==> config.mk <==
export PLATFORM = sky130hd
export DESIGN_NAME = bcd_key_entry
export DESIGN_NICKNAME = d
export VERILOG_FILES = /design/src/rtl/bcd_key_entry_pkg.sv /design/src/rtl/bcd_key_entry_key_debounce.sv /design/src/rtl/bcd_key_entry.sv
export SDC_FILE = /design/constraint.sdc
export NUM_CORES = 1
export LEC_CHECK = 0
export CAP_MARGIN = 10
export CORE_ASPECT_RATIO = 1.2
export CORE_MARGIN = 2
export CORE_UTILIZATION = 40
export DETAILED_ROUTE_END_ITERATION = 8
export GPL_TIMING_DRIVEN = 0
export HOLD_SLACK_MARGIN = 0.15
export SKIP_LAST_GASP = 1
export SLEW_MARGIN = 20
export SYNTH_ARGS = -nofsm -noshare
export SYNTH_HDL_FRONTEND = slang
export SYNTH_HIERARCHICAL = 1
export SYNTH_SLANG_ARGS = --single-unit
==> constraint.sdc <==
create_clock -name clk -period 7.1 [get_ports clk]
set_clock_uncertainty 0.15 [all_clocks]
set_input_delay 1.065 -clock clk [delete_from_list [all_inputs] [get_ports clk]]
set_output_delay 1.065 -clock clk [all_outputs]
set_load 0.02 [all_outputs]
==> src/rtl/bcd_key_entry_pkg.sv <==
// Shared types and width helpers for the BCD key-entry front end.
package bcd_key_entry_pkg;

    typedef enum logic [1:0] {
        EMPTY = 2'd0,
        ENTRY = 2'd1,
        FULL  = 2'd2
    } state_t;

    localparam logic [3:0] BCD_MAX = 4'd9;

    function automatic int count_width(input int max_digits);
        return $clog2(max_digits + 1);
    endfunction

    function automatic int deb_width(input int deb_cnt);
        return $clog2(deb_cnt + 1);
    endfunction

endpackage

==> src/rtl/bcd_key_entry_key_debounce.sv <==
// Raw active-low key -> 2-FF synchronizer -> stable-count debouncer -> press pulse.
module key_debounce
    import bcd_key_entry_pkg::*;
#(
    parameter int DEBOUNCE_CNT = 1000000
) (
    input  logic clk,
    input  logic rst,
    input  logic key_n_i,
    output logic press_o
);

    localparam int CW = deb_width(DEBOUNCE_CNT);

    logic          sync1_q, sync2_q;
    logic          level_q, level_d;
    logic          press_q, press_d;
    logic [CW-1:0] cnt_q, cnt_d;

    // Level flips on the cycle after DEBOUNCE_CNT consecutive mismatches.
    always_comb begin
        level_d = level_q;
        cnt_d   = '0;
        press_d = 1'b0;
        if (sync2_q != level_q) begin
            if (cnt_q == CW'(DEBOUNCE_CNT)) begin
                level_d = sync2_q;
                press_d = ~sync2_q;
            end else begin
                cnt_d = cnt_q + CW'(1);
            end
        end
    end

    always_ff @(posedge clk) begin
        if (rst) begin
            sync1_q <= 1'b1;
            sync2_q <= 1'b1;
            level_q <= 1'b1;
            cnt_q   <= '0;
            press_q <= 1'b0;
        end else begin
            sync1_q <= key_n_i;
            sync2_q <= sync1_q;
            level_q <= level_d;
            cnt_q   <= cnt_d;
            press_q <= press_d;
        end
    end

    assign press_o = press_q;

endmodule

==> src/rtl/bcd_key_entry.sv <==
// Decimal key entry: accumulates debounced BCD digit presses into a binary value.
// Optional macro BCD_KEY_ENTRY_AUTOCOMMIT_EN commits automatically on the digit that fills the entry.
module bcd_key_entry
    import bcd_key_entry_pkg::*;
#(
    parameter int MAX_DIGITS   = 3,
    parameter int OUT_W        = 10,
    parameter int DEBOUNCE_CNT = 1000000
) (
    input  logic                             clk,
    input  logic                             rst,
    input  logic [3:0]                       digit_in,
    input  logic                             digit_key_n,
    input  logic                             commit_key_n,
    output logic [OUT_W-1:0]                 entry_value,
    output logic [$clog2(MAX_DIGITS+1)-1:0]  digit_count,
    output logic [OUT_W-1:0]                 value,
    output logic                             value_valid,
    output logic                             err_digit,
    output logic                             err_overflow
);

    localparam int CNT_W = count_width(MAX_DIGITS);

    logic             digit_ev, commit_ev;
    state_t           state_q, state_d;
    logic [OUT_W-1:0] acc_q, acc_d, acc_next;
    logic [CNT_W-1:0] cnt_q, cnt_d, cnt_next;
    logic [OUT_W-1:0] value_q, value_d;
    logic             valid_q, valid_d;
    logic             errd_q, errd_d;
    logic             ovf_q, ovf_d;

    key_debounce #(.DEBOUNCE_CNT(DEBOUNCE_CNT)) u_digit_key (
        .clk     (clk),
        .rst     (rst),
        .key_n_i (digit_key_n),
        .press_o (digit_ev)
    );

    key_debounce #(.DEBOUNCE_CNT(DEBOUNCE_CNT)) u_commit_key (
        .clk     (clk),
        .rst     (rst),
        .key_n_i (commit_key_n),
        .press_o (commit_ev)
    );

    assign acc_next = (acc_q << 3) + (acc_q << 1) + {{(OUT_W-4){1'b0}}, digit_in};
    assign cnt_next = cnt_q + CNT_W'(1);

    always_ff @(posedge clk) begin
        if (rst) begin
            state_q <= EMPTY;
            acc_q   <= '0;
            cnt_q   <= '0;
            value_q <= '0;
            valid_q <= 1'b0;
            errd_q  <= 1'b0;
            ovf_q   <= 1'b0;
        end else begin
            state_q <= state_d;
            acc_q   <= acc_d;
            cnt_q   <= cnt_d;
            value_q <= value_d;
            valid_q <= valid_d;
            errd_q  <= errd_d;
            ovf_q   <= ovf_d;
        end
    end

    // Commit takes priority; a digit arriving on the same cycle is dropped silently.
    always_comb begin
        state_d = state_q;
        acc_d   = acc_q;
        cnt_d   = cnt_q;
        value_d = value_q;
        valid_d = 1'b0;
        errd_d  = 1'b0;
        ovf_d   = ovf_q;
        if (commit_ev) begin
            if (state_q != EMPTY) begin
                value_d = acc_q;
                valid_d = 1'b1;
                acc_d   = '0;
                cnt_d   = '0;
                ovf_d   = 1'b0;
                state_d = EMPTY;
            end
        end else if (digit_ev) begin
            if (digit_in > BCD_MAX) begin
                errd_d = 1'b1;
            end else if (state_q == FULL) begin
                ovf_d = 1'b1;
            end else if (cnt_next == CNT_W'(MAX_DIGITS)) begin
`ifdef BCD_KEY_ENTRY_AUTOCOMMIT_EN
                value_d = acc_next;
                valid_d = 1'b1;
                acc_d   = '0;
                cnt_d   = '0;
                state_d = EMPTY;
`else
                acc_d   = acc_next;
                cnt_d   = cnt_next;
                state_d = FULL;
`endif
            end else begin
                acc_d   = acc_next;
                cnt_d   = cnt_next;
                state_d = ENTRY;
            end
        end
    end

    always_comb begin
        entry_value  = acc_q;
        digit_count  = cnt_q;
        value        = value_q;
        value_valid  = valid_q;
        err_digit    = errd_q;
        err_overflow = ovf_q;
    end

endmodule

==> results.py, run 1 <==
metrics = {
    "yosys": {
        "synthCells": 412,
        "synth_top_cell_area_share_pct": 41.3,
        "yosys.area.top_type": "dfxtp_1",
        "synthTopCellsByArea": "dfxtp_1 (41%), xnor2_1 (7.0%), ha_1 (6.5%)",
        "synth.distinct_cells": 49,
        "synth_edf_count": 0,
        "synthFlopType": "dfxtp_1",
        "synth_nets": 441,
        "ys_async_sr_fraction_pct": 0,
        "yosysMostFrequentCell": "dfxtp_1",
        "yosys_warnings": 6,
        "postSynthAreaPerCell_sq_um": 8.82,
        "syn-cell-area_sq_um": 3630,
        "synth_seq_cells": 75,
        "synth_commonest_cells": "dfxtp_1 (75), nor2_1 (46), nand2_1 (44)",
        "yosysSeqAreaShare_pct": 41.3,
    },
    "drt": {
        "dr.first_iter.drc_count": 75,
        "vias": 2981,
        "route.detailed.drc": 0,
        "ant_nets": 0,
        "viasPerCell": 5.14,
        "drt_pass1_iterations": 5,
        "drt_wl_total_um": 7590,
        "wl_per_cell_um": 13.1,
    },
    "power": {
        "p_switching_mw": 0.192,
        "power_density_nw_per_um2": 177,
        "p_leak_nw": 1.43,
        "p_int_mw": 0.566,
        "seq_power_share_pct": 55.7,
        "pwr-share-clk_pct": 42.0,
        "vdd_drop_max_mv": 0.118,
        "power_frac_comb_pct": 2.2,
        "switching_share_pct": 25.4,
    },
    "cts": {
        "clockBufferDepth": 2,
        "cts.repair.resized": 0,
        "clock-sinks": 75,
        "cts.reportedPaths.clkPinSlew_ns": 0.09,
        "clock_latency_ns": 0.35,
        "htree_num_levels": 3,
        "cts_buffers": 9,
        "postCtsSetupRepairBufs": 0,
        "holdBufCountCts": 0,
        "cts_tree": "done",
        "clockRootBuffer": "clkbuf_8",
    },
    "worst_setup_path": {
        "critPathMaxFanout": 3,
        "crit_type": "primary input to flip-flop",
        "endpoint_kind": "flip-flop",
        "r2r_cells": 8,
        "cp.arrival_ns": 3.71,
        "cp-start-kind": "primary input",
        "required_ns": 7.20,
    },
    "final_layout": {
        "final_cells": 580,
        "final_nets": 484,
        "final_area_sq_um": 4290,
        "regArea_sq_um": 1500,
        "multi_input_area_sq_um": 1970,
        "nFillCells": 924,
        "area_delta_synth_final_pct": 18.2,
        "drive_gt1_share_pct": 9.57,
        "antennaDiodeCount": 0,
    },
    "min_path": {
        "min-delay-path-class": "flip-flop to flip-flop",
        "hold-path-cell-count": 1,
    },
    "timing": {
        "slew-limit-headroom_pct": 59.4,
        "final.period_utilization_pct": 50.9,
        "fmax_mhz": 277,
        "setup_violations": 0,
        "slew_violations": 0,
        "min_period_ns": 3.61,
        "worst_slew_pin_slew_ns": 0.604,
        "fin_setup_tns_ns": 0,
        "rsz0062_at_grt": "no",
        "hold_violations": 0,
    },
    "global_routing": {
        "grt_antenna_before_repair": 0,
        "grt_max_degree": 17,
        "grt_pass1_wl_um": 12700,
        "grtUsageTotal_pct": 16.1,
        "grt_busiest_layer": "met2",
        "grt_pass1_vias": 2726,
        "use_met1_pct": 19.0,
        "grt_overflow": 0,
        "met2_usage_pct": 29.4,
        "use_met3_pct": 3.00,
    },
    "place": {
        "gp_congestion": 0.846,
        "place_area_sq_um": 4100,
        "post-place-cells": 564,
        "io_buffers": 32,
        "dpl.hpwl_um": 5570,
    },
    "floorplan": {
        "core_area_sq_um": 8940,
        "die_y_um": 108,
        "ios": 33,
        "num_rows": 38,
        "initial_core_util_pct": 40.6,
        "dieArea_sq_um": 9860,
        "fp.dieW_um": 91.0,
    },
    "outcome": {
        "outcome": "finished clean",
    },
    "job": {
        "drv_cap": 0,
    },
}
## cells in the final DEF, fill, tap and decap left out, types with 4 or more instances in the layout
cell / netlist / final
nand2_1: 44 / 44
inv_1: 21 / 21
or3_1: 10 / 10
or3b_1: 5 / 5
a21o_1: 4 / 4
nand3_1: 14 / 14
clkdlybuf4s50_1: 0 / 32
nand4_1: 7 / 7
nor4b_1: 4 / 4
a21oi_1: 32 / 32
dfxtp_1: 75 / 75
ha_1: 19 / 19
xnor2_1: 29 / 29
xor2_1: 4 / 4
buf_6: 4 / 4
clkbuf_8: 0 / 9
a31o_2: 4 / 4
nor4_1: 14 / 14
or2_2: 5 / 5
clkbuf_1: 8 / 8
nor3_1: 7 / 7
o21ai_0: 10 / 10
nor2_1: 46 / 46
## state kept, by name, summed over array words and instances, names as in the netlist
name,count
digit_count,2
err_digit,1
u_digit_key/sync2_q,1
err_overflow,1
state_q,2
u_commit_key/sync2_q,1
value_valid,1
u_digit_key/cnt_q,20
value,10
u_digit_key/press_o,1
u_commit_key/level_q,1
entry_value,10
u_digit_key/sync1_q,1
u_commit_key/press_o,1
u_digit_key/level_q,1
u_commit_key/sync1_q,1
u_commit_key/cnt_q,20
## final timing paths
kind | start | to | slack (ns)
worst max register to register | entry_value[2] | entry_value[9] | 4.35
worst min-delay path | u_commit_key/sync1_q | u_commit_key/sync2_q | 0.27
worst max-delay path | digit_in[3] | entry_value[9] | 3.49
worst min register to register | u_commit_key/sync1_q | u_commit_key/sync2_q | 0.27
## critical path, stage by stage
cell             delay, ns
clkdlybuf4s50_1       0.58
inv_1                 0.09
fa_1                  0.53
inv_1                 0.07
ha_1                  0.33
a211oi_2              0.26
nor3_1                0.13
or3_1                 0.38
a32o_1                0.26
## kinds of logic (layout without fill, tap and decap cells)
logic type	Yosys count	after routing	synth area share, %
compound gates	68	68	11.9
xor+xnor	34	34	8.41
fa+ha+maj	21	21	7.65
buf+inv	34	82	4.37
flops	75	75	41.3
simple gates	180	180	26.4
## power groups by stage
stage	logic [mW]	clock network, mW	registers, mW
after detailed placement	0.0172	0	0.432
after global routing	0.0189	0.350	0.423
final	0.0169	0.319	0.423
after global placement	0.0170	0	0.432
after floorplan	0.00885	0	0.432
after CTS	0.0172	0.331	0.423
## per-stage QoR
stage	total power [mW]	utilization (%)	hold WS, ns	setup slack (ns)
after global placement	0.449	45.9	0.247	3.19
final	0.758	48.0	0.274	3.49
after global routing	0.792	48.0	0.302	3.42
after CTS	0.771	48.0	0.281	3.52
after floorplan	0.441	-	0.239	3.92
after detailed placement	0.450	45.9	0.256	3.16
## layout make-up
cell class / instances / share of cell area (%)
Buffer: 13 / 1.86
Clock buffer: 9 / 2.88
Clock inverter: 7 / 1.57
Inverter: 21 / 1.84
Multi-Input combinational cell: 303 / 45.9
Sequential cell: 75 / 35.0
Tap cell: 120 / 3.50
Timing Repair Buffer: 32 / 7.46
## per-layer routing
metal  part of all wire [%]  vias to the layer above
met5                      0                        -
met4                    1.4                        0
met3                    2.6                        8
met2                     50                       51
met1                     46                     1391
li1                       -                     1531
No activity file was read; power rests on OpenSTA's default activity.
==> inputs of run 2 (changes only) <==
- clock period: 7.1 -> 3.2 ns (I/O delays scaled with it)
==> results of run 2 <==
Same layout as run 1 (identical final DEF). Status: finished clean.
Main changes from that run: setup slack after placement 3.16 ns -> -0.155 ns; setup slack after layout 3.49 ns -> 0.174 ns; register-to-register setup slack 4.35 ns -> 0.45 ns; total power 0.758 mW -> 1.68 mW; worst IR drop on VDD 0.118 mV -> 0.261 mV
==> inputs of run 3 (changes only) <==
- CORE_UTILIZATION: 40 -> 50
- CTS_CLUSTER_DIAMETER: not set -> 200
- PLACE_DENSITY: not set -> 0.74
- SETUP_SLACK_MARGIN: not set -> 0.15
==> run 3 against run 2 <==
Effect of this change:
- clock power fell by 4.8%
- critical path depth down 1
- sequential power is essentially flat
- global-route usage increased by 4.0 points
- cell area shrank 0.87%
- total power decreased by 2.1%
- critical path type unchanged
- critical endpoint is now entry_value[8]
- largest power group unchanged
- highest routed layer unchanged
==> results.py, run 3 (synthesis gave the netlist of run 1 again) <==
metrics = {
    "worst_setup_path": {
        "crit_type": "primary input to flip-flop",
        "r2r_end": "entry_value[9]",
        "endpoint_kind": "flip-flop",
        "required_ns": 3.30,
        "cp.arrival_ns": 2.87,
        "r2r-start": "entry_value[0]",
        "r2r_cells": 8,
        "critPathMaxFanout": 3,
        "reg2reg_slack_ns": 0.47,
        "cp-start-kind": "primary input",
    },
    "final_layout": {
        "nFillCells": 641,
        "antennaDiodeCount": 0,
        "final_cell_mix": "dfxtp_1 (75), nor2_1 (46), nand2_1 (44)",
        "layout_commonest_cell": "dfxtp_1",
        "final_nets": 484,
        "drive_gt1_share_pct": 9.57,
        "reg.largest.list": "u_commit_key/cnt_q (20), u_digit_key/cnt_q (20)",
        "area_delta_synth_final_pct": 17.2,
    },
    "min_path": {
        "min-delay-path-class": "flip-flop to flip-flop",
        "min_from": "u_digit_key/sync1_q",
        "min_delay_worst_endpoint": "u_digit_key/sync2_q",
        "hold-path-cell-count": 1,
    },
    "floorplan": {
        "ios": 33,
        "die_y_um": 97.4,
        "num_rows": 34,
        "initial_core_util_pct": 50.8,
        "fp.dieW_um": 81.8,
        "core_area_sq_um": 7150,
        "dieArea_sq_um": 7960,
    },
    "drt": {
        "viasPerCell": 5.47,
        "ant_nets": 0,
        "dr.first_iter.drc_count": 130,
        "route.detailed.drc": 0,
        "drt_wl_total_um": 7320,
        "drt_pass1_iterations": 4,
        "wl_per_cell_um": 13.3,
        "vias": 3011,
    },
    "power": {
        "vdd_drop_max_mv": 0.244,
        "power_mw": 1.65,
        "power_density_nw_per_um2": 387,
        "p_leak_nw": 1.43,
    },
    "global_routing": {
        "grt_pass1_wl_um": 12500,
        "grt_pass1_vias": 2866,
        "grtUsageTotal_pct": 20.1,
        "grt_max_degree": 16,
        "grt_antenna_before_repair": 0,
        "grt_overflow": 0,
    },
    "cts": {
        "clock_latency_ns": 0.35,
        "cts_buffers": 9,
        "clockBufferDepth": 2,
        "clock-sinks": 75,
        "cts.reportedPaths.clkPinSlew_ns": 0.09,
        "htree_num_levels": 3,
        "postCtsSetupRepairBufs": 0,
        "cts_tree": "done",
        "clockRootBuffer": "clkbuf_8",
    },
    "timing": {
        "slew-limit-headroom_pct": 60.2,
        "rsz0062_at_grt": "no",
        "min_period_ns": 2.77,
        "worst_slew_pin_slew_ns": 0.592,
        "setup_violations": 0,
        "fin_setup_tns_ns": 0,
        "fmax_mhz": 361,
        "final.period_utilization_pct": 86.6,
        "hold_violations": 0,
        "slew_violations": 0,
    },
    "place": {
        "dpl.hpwl_um": 5470,
        "gp_congestion": 0.877,
        "io_buffers": 32,
    },
    "job": {
        "drv_cap": 0,
    },
    "outcome": {
        "outcome": "finished clean",
    },
}
[run 3: critical path, stage by stage]
cell and delay, ns:
clkdlybuf4s50_1 0.48, ha_1 0.32, ha_1 0.28, fa_1 0.45
a211o_1 0.34, a211oi_1 0.29, or4_1 0.17, nand3_1 0.06
[run 3: metrics by stage]
stage | util (%) | cells | worst slack, ns | instance area (sq um) | hold WS [ns]
after floorplan | - | 412 | 0.582 | 3630 | 0.239
after global placement | 56.9 | 534 | -0.125 | 4070 | 0.249
after detailed placement | 56.9 | 534 | -0.142 | 4070 | 0.251
after CTS | 59.4 | 550 | 0.251 | 4250 | 0.270
after global routing | 59.6 | 550 | 0.352 | 4260 | 0.302
final | 59.6 | 550 | 0.428 | 4260 | 0.268
[run 3: area by class of cell]
type / count / area (sq um) / area share [%]
multi-input combinational: 303 / 1980 / 46.5
sequential: 75 / 1500 / 35.3
timing repair buffer: 32 / 323 / 7.58
clock buffer: 9 / 124 / 2.91
tap: 90 / 113 / 2.65
buffer: 13 / 80.1 / 1.88
inverter: 21 / 78.8 / 1.85
clock inverter: 7 / 57.6 / 1.35
[run 3: worst max-delay path by stage]
stage | from | end | cells after the start
after global placement | digit_in[3] | entry_value[8] | 9
after CTS | digit_in[3] | entry_value[8] | 9
after detailed placement | digit_in[3] | entry_value[8] | 9
after floorplan | entry_value[0] | entry_value[9] | 8
final | digit_in[2] | entry_value[8] | 8
after global routing | entry_value[0] | entry_value[9] | 8
[run 3: per-layer routing]
layer,global-route usage (%),share of wire (%),vias up
met2,34.1,50,57
met5,0,0,-
met1,23.6,44,1406
met3,3.53,3.3,17
li1,-,-,1531
met4,10.3,2.9,0
[run 3: report_power, final]
part	switching [mW]	internal (mW)	leakage, nW	total, mW
clock network	0.381	0.292	0.0833	0.673
registers	0.00185	0.935	0.605	0.937
logic	0.0202	0.0170	0.744	0.0372
total	0.403	1.24	1.43	1.65
[run 3: what timing repair did]
item                                    CTS  global route
resized for setup                         0             2
hold endpoints to repair                  0             0
endpoints found under the setup margin    0             1
hold buffers                              0             0
